### config.mk
export PLATFORM = sky130hd
export DESIGN_NAME = multi_range_tracker
export DESIGN_NICKNAME = d
export VERILOG_FILES = /design/src/rtl/multi_range_tracker.sv
export SDC_FILE = /design/constraint.sdc
export NUM_CORES = 1
export LEC_CHECK = 0
export ABC_AREA = 1
export ABC_CLOCK_PERIOD_IN_PS = 2780
export BUFFER_PORTS_ARGS = -buffer_cell sky130_fd_sc_hd__buf_2
export CAP_MARGIN = 20
export CORE_MARGIN = 2
export CORE_UTILIZATION = 55
export DETAILED_ROUTE_END_ITERATION = 8
export PLACE_DENSITY_LB_ADDON = 0.08
export SYNTH_ARGS = -nofsm -noshare
export SYNTH_HDL_FRONTEND = slang
export SYNTH_SLANG_ARGS = --single-unit
### constraint.sdc
create_clock -name clock -period 2.78 [get_ports clock]
set_input_delay 0 -clock clock [delete_from_list [all_inputs] [get_ports clock]]
set_output_delay 0 -clock clock [all_outputs]
set_load 0.1 [all_outputs]
### src/rtl/multi_range_tracker.sv
// multi_range_tracker: per-channel min/max over a go..finish window, reports max-min and a saturating sample count.
// Define RANGE_SIGNED_EN to treat samples as two's complement (signed compare, unsigned magnitude range).
module multi_range_tracker #(
    parameter int WIDTH   = 12,
    parameter int NUM_CH  = 2,
    parameter int COUNT_W = 8
) (
    input  logic                      clock,
    input  logic                      reset_n,
    input  logic                      go,
    input  logic                      finish,
    input  logic [NUM_CH*WIDTH-1:0]   data_in,
    output logic [NUM_CH*WIDTH-1:0]   range_out,
    output logic                      range_valid,
    output logic                      busy,
    output logic                      error,
    output logic [COUNT_W-1:0]        sample_count
);
    localparam logic [1:0] IDLE = 2'd0, RUN = 2'd1, ERR = 2'd2;
    logic [1:0] state;
    logic [NUM_CH*WIDTH-1:0] mn, mx, nmn, nmx, rng;
    logic [COUNT_W-1:0] cnt, ncnt;

    function automatic logic less(input logic [WIDTH-1:0] a, input logic [WIDTH-1:0] b);
`ifdef RANGE_SIGNED_EN
        return $signed(a) < $signed(b);
`else
        return a < b;
`endif
    endfunction

    genvar c;
    generate
        for (c = 0; c < NUM_CH; c++) begin : g_ch
            logic [WIDTH-1:0] d, lo, hi;
            logic [WIDTH:0] diff;
            assign d    = data_in[c*WIDTH +: WIDTH];
            assign lo   = less(d, mn[c*WIDTH +: WIDTH]) ? d : mn[c*WIDTH +: WIDTH];
            assign hi   = less(mx[c*WIDTH +: WIDTH], d) ? d : mx[c*WIDTH +: WIDTH];
            assign diff = {1'b0, hi} - {1'b0, lo};
            assign nmn[c*WIDTH +: WIDTH] = lo;
            assign nmx[c*WIDTH +: WIDTH] = hi;
            assign rng[c*WIDTH +: WIDTH] = diff[WIDTH-1:0];
        end
    endgenerate

    assign ncnt = (&cnt) ? cnt : cnt + 1'b1;
    assign busy = (state == RUN);

    always_ff @(posedge clock or negedge reset_n) begin
        if (!reset_n) begin
            state        <= IDLE;
            mn           <= '0;
            mx           <= '0;
            cnt          <= '0;
            range_out    <= '0;
            range_valid  <= 1'b0;
            error        <= 1'b0;
            sample_count <= '0;
        end else begin
            range_valid <= 1'b0;
            if (state != RUN) begin
                if (finish) begin
                    state <= ERR;
                    error <= 1'b1;
                end else if (go) begin
                    state <= RUN;
                    mn    <= data_in;
                    mx    <= data_in;
                    cnt   <= {{(COUNT_W-1){1'b0}}, 1'b1};
                    error <= 1'b0;
                end
            end else if (finish) begin
                if (go) begin
                    state <= ERR;
                    error <= 1'b1;
                end else begin
                    state        <= IDLE;
                    range_out    <= rng;
                    sample_count <= ncnt;
                    range_valid  <= 1'b1;
                end
            end else begin
                mn  <= nmn;
                mx  <= nmx;
                cnt <= ncnt;
            end
        end
    end
endmodule

==> results of run 1 <==
## per-stage QoR
stage	cells	area [µm²]	total power [W]
after floorplan	998	7177	0.005448
after global placement	1230	7789	0.006325
after detailed placement	1230	7789	0.006352
after global routing	1286	8847	0.008767
after CTS	1259	8259	0.007757
final	1286	8847	0.008223
## logic make-up (layout without fill, tap and decap cells)
kind of cell / Yosys count / in the layout / synth area share (%)
DFF: 92 / 92 / 32.71
xor gates and xnor gates: 14 / 14 / 1.742
and+or+nand+nor: 515 / 516 / 32.51
adders and majority gates: 57 / 57 / 10.34
AOI/OAI and AO/OA: 163 / 163 / 13.79
buffers and inverters: 157 / 272 / 8.905
## worst max-delay path, stage by stage, from the launching register on
cell	delay, ps
dfrtp_1	390
ha_1	280
nand2_1	70
inv_1	60
nand2_1	70
nand2_2	60
a21oi_4	220
nand2_8	110
o21ai_4	180
ha_2	190
inv_2	40
fa_2	380
nand3_2	100
nand2_2	60
nand3_2	70
nand2_4	70
nand2_4	70
nand2_1	40
nand2_1	70
nand3_2	90
nand2_1	70
## synthesized netlist by cell type (all sizes together)
cell,instances,area (µm²)
xor2,11,96.34
clkinv,1,3.750
o22ai,9,56.30
nor2,54,247.7
nand3,73,405.4
nand2,367,1505
nand4,1,6.260
a22o,1,8.760
nor3,3,15.01
fa,2,40.04
nand3b,2,15.01
dfrtp,92,2302
a21oi,58,324.1
ha,55,688.2
or2,14,87.58
a31oi,2,12.51
o21bai,2,15.01
a21o,2,15.01
o21a,2,15.01
inv,127,476.7
xnor2,3,26.28
nor4,1,6.260
buf,10,75.07
a21boi,2,15.01
o21ai,59,314.1
clkbuf,19,71.32
a22oi,26,195.2
## registers in the layout, indices dropped and copies added, names as in the netlist, named ones only
| signal | flops |
|---|---|
| mn | 24 |
| range_out | 24 |
| mx | 20 |
| cnt | 8 |
| sample_count | 8 |
| state | 2 |
| error | 1 |
| range_valid | 1 |
## layer usage
metal	wire length (µm)	vias to the layer above	GRT usage (%)
met5	0	-	0
met4	259	0	6.980
met3	1043	16	4.583
met2	8347	208	39.73
met1	9260	3173	42.09
li1	-	3453	-
## worst paths after layout
kind | cells past startpoint | slack [ps] | to
worst max-delay path | 20 | 10 | range_out[8]
worst min-delay path | 5 | 30 | state[1]
worst min register to register | 2 | 480 | range_out[21]
worst max register to register | 20 | 10 | range_out[8]
min in group asynchronous | 2 | 220 | mn[2]
max in group asynchronous | 3 | 1890 | mn[15]
## where the power goes
group          internal, W  leakage [nW]  total [W]  switching (W)
clock network     0.000718         0.148    0.00132       0.000601
registers          0.00166          1.10    0.00186       0.000206
logic              0.00149          3.38    0.00504        0.00356
## timing repair
item | CTS | global route
setup buffers | 6 | 25
gates cloned | 0 | 2
endpoints found under the hold margin | 57 | 0
pin swaps | 6 | 52
setup endpoints to repair | 4 | 16
hold buffers | 7 | 0
gates resized for setup | 7 | 99
## layout make-up
class                           instances  area (µm²)  share of cell area (%)
Tap cell                              172       215.2                   2.432
Timing Repair Buffer                  128       895.9                   10.13
Inverter                              128       480.5                   5.431
Multi-Input combinational cell        750        4647                   52.52
Clock buffer                           10       229.0                   2.588
Sequential cell                        92        2302                   26.02
Clock inverter                          6       77.57                  0.8768
==> results.ini, run 1 <==
[yosys]
ys_seq_area_share_pct = 32.71
synthCells = 998
syn-cell-area_mm2 = 0.007039
synth_area_per_cell_um2 = 7.053
synth_nets = 1083
synth_cell_types = 37
yosys_warnings = 0
synth_seq_cells = 92

[floorplan]
std_cell_rows = 41
pin_count = 63
die_area_mm2 = 0.01372
coreArea_mm2 = 0.01257
initial_core_util_pct = 56.01
fp.dieW_um = 117.1
die_h_um = 117.1

[worst_setup_path]
worst-setup-path-type = register to register
worstPathArrival_ps = 3070
crit_fanout = 6
required_ps = 3080
start_kind = register
crit_start = mx[6]
crit_path_end_kind = register
timing.rr.start = mx[6]

[cells_and_area]
final_util_pct = 70.39
fin_nets = 1194
mostFrequentLayoutCell = nand2_1
layout_common_cells = nand2_1, inv_1, dfrtp_1
area_growth_pct = 25.68
fillers = 1072
antenna_cells = 0
drive_gt1_share_pct = 28.82

[clock_tree]
cts_tree = yes
clockBufferDepth = 2
cts_root_buffer = clkbuf_16
h-tree-depth = 3
cts_made_buffers = 9
cts_sinks = 92
path_clk_slew_ps = 70
clkLatencyLatePin_ps = 360

[global_route]
grt_usage_pct = 27.31
grt_pass1_vias = 5958
grt_max_degree = 53
grt_first_pass_wirelength_mm = 29.05
overflow = 0
grt_antenna_before_repair = 0

[pwr]
total_leakage_power_nw = 4.625
vdd_drop_max_mv = 0.4210
power.density_mw_per_mm2 = 929.5

[routing]
drt_iter0_drc = 529
dr.pass1.iters = 5
vias = 6850
routed_wl_mm = 18.91
wire_per_inst_um = 14.70
drc = 0
drt-vias-per-instance = 5.327
ant_nets = 0

[worst_hold_path]
hp-class = input port to register
hold_path.startpoint = go

[run_status]
status = completed

[timing]
final-hold-violation-count = 0
slew_headroom_pct = 55.18
worst_slack_ps = 9.772
timing.final.max_slew_violations = 0
rsz0062_at_grt = yes
finalCriticalPeriod_ps = 2770
skew_ps = 12.10
fin_hold_ws_ps = 32.00
worstMarginPinSlew_ps = 672.3
setup-tns-final_ps = 0
fin_crit_sh_pct = 99.65
fmax_mhz = 361.0
setup_viol_count_final = 0

[placement]
place_hpwl_mm = 12.66
pre_cts_ws_ps = -110.1
place_congestion = 0.8900
io_buffers = 62

[run]
maxCapViolCount = 0

Power figures use the tool's default switching activity.
==> run 2: changes to the inputs <==
- CORE_UTILIZATION: 55 -> 30
==> run 2 against run 1 <==
The run now ends with setup timing left. Non-clock buffer count rose by 26. Critical path type unchanged. Combinational power rose by 5.6%. Final cell count rose by 13%. Critical endpoint is now range_out[20]. Sequential cell count did not move. Sequential power barely moved. Clock power fell by 3%. Routed wire length rose by 13%. Die area rose by 80%. Via count fell by 1.3%. Clock-buffer cell count did not move. Core utilization fell by 31 points. Fmax fell by 1.1%.
==> results.ini, run 2 (synthesized netlist as in run 1, its figures left out) <==
[cells_and_area]
area_growth_pct = 31.41
drive_gt1_share_pct = 31.49  ; +2.7 points
fin_nets = 1220  ; +2.2%
final_util_pct = 39.76  ; -31 points
layout_common_cells = nand2_1, inv_1, dfrtp_1
top_regs = mn (24), range_out (24), mx (20)
mostFrequentLayoutCell = nand2_1
fin_area_mm2 = 0.009250  ; +4.6%
antenna_cells = 0  ; unchanged

[floorplan]
initial_core_util_pct = 30.26  ; -26 points
coreArea_mm2 = 0.02326  ; +85%
pin_count = 63  ; unchanged
die_h_um = 157.2  ; +34%
die_area_mm2 = 0.02471  ; +80%
fp.dieW_um = 157.2  ; +34%
std_cell_rows = 56  ; +37%

[timing]
setup_viol_count_final = 4  ; +4
timing.final.max_slew_violations = 0  ; unchanged
fmax_mhz = 356.9  ; -1.1%
final-hold-violation-count = 0  ; unchanged
fin_crit_sh_pct = 100.8  ; +1.1 points
worst_slack_ps = -21.94  ; -31.72 ps
finalCriticalPeriod_ps = 2802  ; +31.72 ps
rsz0062_at_grt = yes
worstMarginPinSlew_ps = 749.4  ; +77.08 ps
slew_headroom_pct = 49.99  ; -5.2 points
fin_hold_ws_ps = 15.23  ; -16.76 ps
skew_ps = 9.153  ; -2.945 ps

[worst_setup_path]
cp_num_buf_inv = 3  ; +1
crit_top_cell = nand2_2
r2r_cells = 19  ; -5.0%
cp_cell_sequence = inv_2 -> ha_1 -> nand2_2 -> nor2_4 -> buf_4 -> a21oi_4 -> nand2_4 -> o21ai_4 -> ha_2 -> inv_2 -> fa_2 -> nand3_2 -> nand2_2 -> nand3_2 -> nand2_4 -> nand2_2 -> nand3_1 -> nand3_1 -> nand2_1
crit_path_end_kind = register
worst-setup-path-type = register to register
r2r_end = range_out[20]
start_kind = register
timing.rr.start = mn[22]
max_stage_delay_ps = 390  ; about the same
required_ps = 3010  ; -70 ps
worstPathArrival_ps = 3040  ; -30 ps
path_delay_family = simple AND/OR/NAND/NOR gates
cp_slowest_cell = fa_2
crit_fanout = 5  ; -1
reg2reg_slack_ps = -20  ; -30 ps

[run]
maxCapViolCount = 0  ; unchanged

[routing]
dr.pass1.iters = 5  ; unchanged
vias = 6758  ; -1.3%
wire_per_inst_um = 14.65  ; -0.39%
drt_iter0_drc = 391  ; -26%
drc = 0  ; unchanged
ant_nets = 0  ; unchanged
routed_wl_mm = 21.37  ; +13%
drt-vias-per-instance = 4.632  ; -13%

[global_route]
grt_first_pass_wirelength_mm = 33.51  ; +15%
overflow = 0  ; unchanged
grt_antenna_before_repair = 0  ; unchanged
grt_pass1_vias = 6210  ; +4.2%
grt_max_degree = 51  ; -3.8%
grt_usage_pct = 17.31  ; -10 points

[clock_tree]
clkLatencyLatePin_ps = 350  ; about the same
path_clk_slew_ps = 70  ; about the same
h-tree-depth = 3  ; unchanged
cts_root_buffer = clkbuf_16
cts_sinks = 92  ; unchanged
clockBufferDepth = 2  ; unchanged
cts_made_buffers = 9  ; unchanged
cts_tree = yes

[worst_hold_path]
min_path_cells = 3  ; -2
holdPathEnd = mn[3]
hold_path.startpoint = data_in[3]
hp-class = input port to register

[run_status]
violations = setup timing
status = finished, violations left

[pwr]
total_leakage_power_nw = 4.741  ; +2.5%
vdd_drop_max_mv = 0.5052  ; +20%
power.total_w = 0.008451  ; +2.8%
power.density_mw_per_mm2 = 913.6  ; -1.7%

[placement]
pre_cts_ws_ps = -33.80  ; +76.28 ps
place_area_mm2 = 0.008173  ; +4.9%
place_congestion = 0.8185  ; -8.0%
io_buffers = 62  ; unchanged
place_hpwl_mm = 15.69  ; +24%

==> run 2: cell types whose count changed in the layout (fill, tap and decap cells not counted), moves of 4 or more <==
cell / delta
buf_4: +30
ha_1: -4
ha_4: +4
nand2_1: -8
nand2_2: +7
o21ai_2: +4
==> run 2: where the power goes <==
part / leakage (nW) / switching, W / internal [W] / total, W
registers: 1.10 / 0.000197 / 0.00166 / 0.00185
clock network: 0.139 / 0.000578 / 0.000700 / 0.00128
logic: 3.50 / 0.00364 / 0.00168 / 0.00532
total: 4.74 / 0.00442 / 0.00403 / 0.00845
==> run 2: worst max-delay path by stage <==
stage	start	to	slack, ps	depth (start not counted)
final	mn[22]	range_out[20]	-20	19
after global routing	mn[5]	range_out[10]	-180	22
after CTS	mn[10]	range_out[10]	-9	22
after detailed placement	mx[23]	range_out[20]	-30	20
after global placement	mn[10]	range_out[10]	8	22
after floorplan	mx[23]	range_out[20]	-50	22
==> run 2: repair_timing <==
item                       CTS  global route
gates resized for setup      7           115
hold buffers                 4             0
hold endpoints to repair    49             0
setup endpoints to repair    6            18
setup buffers                3            27
pin swaps                    3            58
gates cloned                 0             1
==> run 2: cell type report <==
type                    instances  area, µm²
well taps                     319      399.1
flip-flops and latches         92       2302
repair buffers                154       1061
multi-input cells             750       4715
clock buffers                  10      229.0
clock inverters                 6      63.81
inverters                     128      480.5
fillers                      2492      14010
==> run 2: worst min-delay path: cells and delay by family <==
| family | cells | cell delay [ps] |
|---|---|---|
| AOI/OAI and AO/OA | 1 | 80 |
| buffers and inverters | 1 | 130 |
| and+or+nand+nor | 1 | 100 |
==> run 2: routing by layer <==
layer  up-vias  routed length (µm)  global-route usage (%)  share of wire [%]
li1       3493                   -                       -                  -
met1      3128               11500                   27.16                 54
met2       125                8823                   24.93                 41
met3        12                 838                   1.872                3.9
met4         0                 206                   4.286               0.96
met5         -                   0                       0                  0
==> run 2: per-stage QoR <==
step,TNS (ps),std cells
detailed placement,-84.08,1408
CTS,-9.156,1431
global placement,0,1408
finish,-48.81,1459
global route,-1365,1459
floorplan,-268.9,998
==> run 3: changes to the inputs <==
- ABC_AREA: 1 -> not set
==> run 3 against run 2 <==
The flow still finishes with violations (setup timing). Clock power about the same. Die area increased by 4.3%. Combinational power is 30% higher. Clock-buffer cell count is 1 lower. Register-to-register slack worse by 920 ps. Global-route usage increased by 2.4 points. Highest routed layer unchanged. Routed wire length grew 18%.
==> results.ini, run 3 <==
[pwr]
vdd_drop_max_mv = 0.6678  ; +32%
power.density_mw_per_mm2 = 930.1  ; +1.8%
total_leakage_power_nw = 5.016  ; +5.8%

[cells_and_area]
drive_gt1_share_pct = 38.42  ; +6.9 points
top_regs = mn (24), range_out (24), mx (20)
fin_nets = 1254  ; +2.8%
antenna_cells = 0  ; unchanged
final_util_pct = 44.85  ; +5.1 points
fillers = 2420  ; -2.9%
fin_cells = 1498  ; +2.7%
fin_area_mm2 = 0.01084  ; +17%
layout_common_cells = buf_4, nand2_1, dfrtp_1
mostFrequentLayoutCell = buf_4
area_growth_pct = 47.47

[yosys]
synth_enable_flop_cells = 0  ; unchanged
synthTopCellsByArea = dfrtp_1, ha_1, o21ai_0
syn-cell-area_mm2 = 0.007353  ; +4.5%
yosysMostFrequentCell = nand2_1
yosys_warnings = 0  ; unchanged
ys_seq_area_share_pct = 31.31  ; -1.4 points
synth_nets = 979  ; -9.6%
synth_cell_types = 82  ; +120%
synthArstFlopShare_pct = 100.0  ; unchanged
synth_seq_cells = 92  ; unchanged
synth_ff_type = dfrtp_1
synth_top_cell_area_share_pct = 31.31  ; -1.4 points
synthCells = 894  ; -10%
yosys-top-cells-count = nand2_1, o21ai_0, dfrtp_1
yosys.area.top_type = dfrtp_1
synth_area_per_cell_um2 = 8.225  ; +17%

[timing]
setup-tns-final_ps = -14390  ; -14340 ps
slew_headroom_pct = 50.37  ; +0.39 points
setup_viol_count_final = 31  ; +27
finalCriticalPeriod_ps = 3725  ; +922.7 ps
skew_ps = 16.39  ; +7.242 ps
worst_slack_ps = -944.6  ; -922.7 ps
timing.final.max_slew_violations = 0  ; unchanged
rsz0062_at_grt = yes
worstMarginPinSlew_ps = 736.7  ; -12.75 ps
final-hold-violation-count = 0  ; unchanged
fmax_mhz = 268.5  ; -25%
fin_crit_sh_pct = 134.0  ; +33 points

[global_route]
grt_antenna_before_repair = 1  ; +1
grt_usage_pct = 19.67  ; +2.4 points
grt_first_pass_wirelength_mm = 40.29  ; +20%
grt_pass1_vias = 7340  ; +18%
grt_max_degree = 58  ; +14%
overflow = 0  ; unchanged

[floorplan]
fp.dieW_um = 160.6  ; +2.2%
die_h_um = 160.6  ; +2.2%
initial_core_util_pct = 30.41  ; +0.15 points
pin_count = 63  ; unchanged
die_area_mm2 = 0.02578  ; +4.3%
coreArea_mm2 = 0.02418  ; +3.9%
std_cell_rows = 57  ; +1.8%

[placement]
dp.cells = 1449  ; +2.9%
place_hpwl_mm = 18.40  ; +17%
io_buffers = 62  ; unchanged
place_congestion = 0.8377  ; +2.3%
place_area_mm2 = 0.009686  ; +19%

[run_status]
violations = setup timing
status = finished, violations left

[clock_tree]
cts_made_buffers = 9  ; unchanged
clockBufferDepth = 2  ; unchanged
cts_root_buffer = clkbuf_16
path_clk_slew_ps = 80  ; about the same
clkLatencyLatePin_ps = 360  ; about the same
cts_tree = yes
h-tree-depth = 3  ; unchanged
cts_sinks = 92  ; unchanged

[worst_setup_path]
cp_num_buf_inv = 4  ; +1
max_stage_delay_ps = 420  ; +30 ps
start_kind = register
cp_cell_sequence = ha_4 -> buf_4 -> nand4_1 -> o31a_1 -> nand2_2 -> mux2i_1 -> ha_2 -> inv_2 -> fa_2 -> inv_2 -> a211oi_2 -> a21oi_2 -> o211ai_1 -> a32oi_1 -> a22oi_2 -> buf_4 -> xnor2_2 -> o21ai_1
path_delay_family = compound AO/OA/AOI/OAI gates
worstPathArrival_ps = 3960  ; +920 ps
required_ps = 3010  ; about the same
crit_path_end_kind = register
worst-setup-path-type = register to register
reg2reg_slack_ps = -940  ; -920 ps
cp_slowest_cell = fa_2
crit_fanout = 5  ; unchanged

[routing]
ant_nets = 0  ; unchanged
dr.pass1.iters = 7  ; +2
drt_iter0_drc = 472  ; +21%
wire_per_inst_um = 16.78  ; +15%
routed_wl_mm = 25.14  ; +18%
drt-vias-per-instance = 5.042  ; +8.9%
drc = 0  ; unchanged
vias = 7553  ; +12%

[run]
maxCapViolCount = 0  ; unchanged

[worst_hold_path]
hp-class = input port to register

-- run 3: worst register-to-register path, cell delays in order, from the launching register on --
cell and delay, ps:
dfrtp_1 410, ha_4 280, buf_4 90, nand4_1 160, o31a_1 370, nand2_2 100, mux2i_1 210, ha_2 210
inv_2 50, fa_2 420, inv_2 110, a211oi_2 70, a21oi_2 230, o211ai_1 120, a32oi_1 240, a22oi_2 150
buf_4 180, xnor2_2 140, o21ai_1 70
-- run 3: final timing paths --
kind / from / endpoint / cells past startpoint
max: mx[5] / range_out[6] / 18
min: data_in[6] / mx[6] / 3
max reg2reg: mx[5] / range_out[6] / 18
min reg2reg: sample_count[2] / sample_count[2] / 2
max in group asynchronous: reset_n / mx[13] / 3
min in group asynchronous: reset_n / mn[4] / 2
-- run 3: per-stage QoR --
stage / worst slack [ps] / hold WS [ps] / total power, W
global placement: -994.0 / 25.30 / 0.008004
global route: -1170 / 31.74 / 0.01079
floorplan: -1269 / -295.6 / 0.005970
finish: -944.6 / 19.51 / 0.01009
CTS: -1033 / 11.29 / 0.009722
detailed placement: -1094 / 28.10 / 0.008013
-- run 3: cell type report --
| class | count | area [µm²] | area share, % |
|---|---|---|---|
| clock buffer | 9 | 225.2 | 2.077 |
| clock inverter | 7 | 65.06 | 0.6000 |
| inverter | 62 | 235.2 | 2.169 |
| multi-input combinational | 689 | 5258 | 48.48 |
| sequential | 92 | 2302 | 21.23 |
| tap | 324 | 405.4 | 3.738 |
| timing repair buffer | 315 | 2354 | 21.70 |
-- run 3: report_power, final --
part | internal, W | switching (W) | leakage (nW) | total, W
Sequential | 0.00166 | 0.000199 | 1.15 | 0.00186
Combinational | 0.00276 | 0.00416 | 3.73 | 0.00693
Clock | 0.000634 | 0.000664 | 0.141 | 0.00130
Total | 0.00506 | 0.00503 | 5.02 | 0.0101
-- run 3: cells by family (layout without fill, tap and decap cells) --
family / Yosys count / after routing / share of synthesized area, %
compound gates: 326 / 326 / 29.96
simple gates: 250 / 250 / 15.25
buf+inv: 113 / 393 / 6.296
flops: 92 / 92 / 31.31
fa+ha+maj: 59 / 59 / 10.18
xor+xnor: 34 / 34 / 4.050
mux: 20 / 20 / 2.961
-- run 3: per-layer routing --
| metal | vias to the layer above | GRT usage [%] | part of all wire [%] |
|---|---|---|---|
| met2 | 149 | 30.43 | 44 |
| li1 | 3820 | - | - |
| met3 | 14 | 1.834 | 3.1 |
| met5 | - | 0 | 0 |
| met1 | 3570 | 29.70 | 52 |
| met4 | 0 | 4.177 | 0.88 |
-- run 3: repair_timing --
item                                    CTS  global route
endpoints found under the setup margin   32            39
endpoints found under the hold margin    41             0
buffers inserted                         15            19
resized for setup                        55            68
hold buffers                              5             0
cloned                                    0             2
pin swaps                                47            46
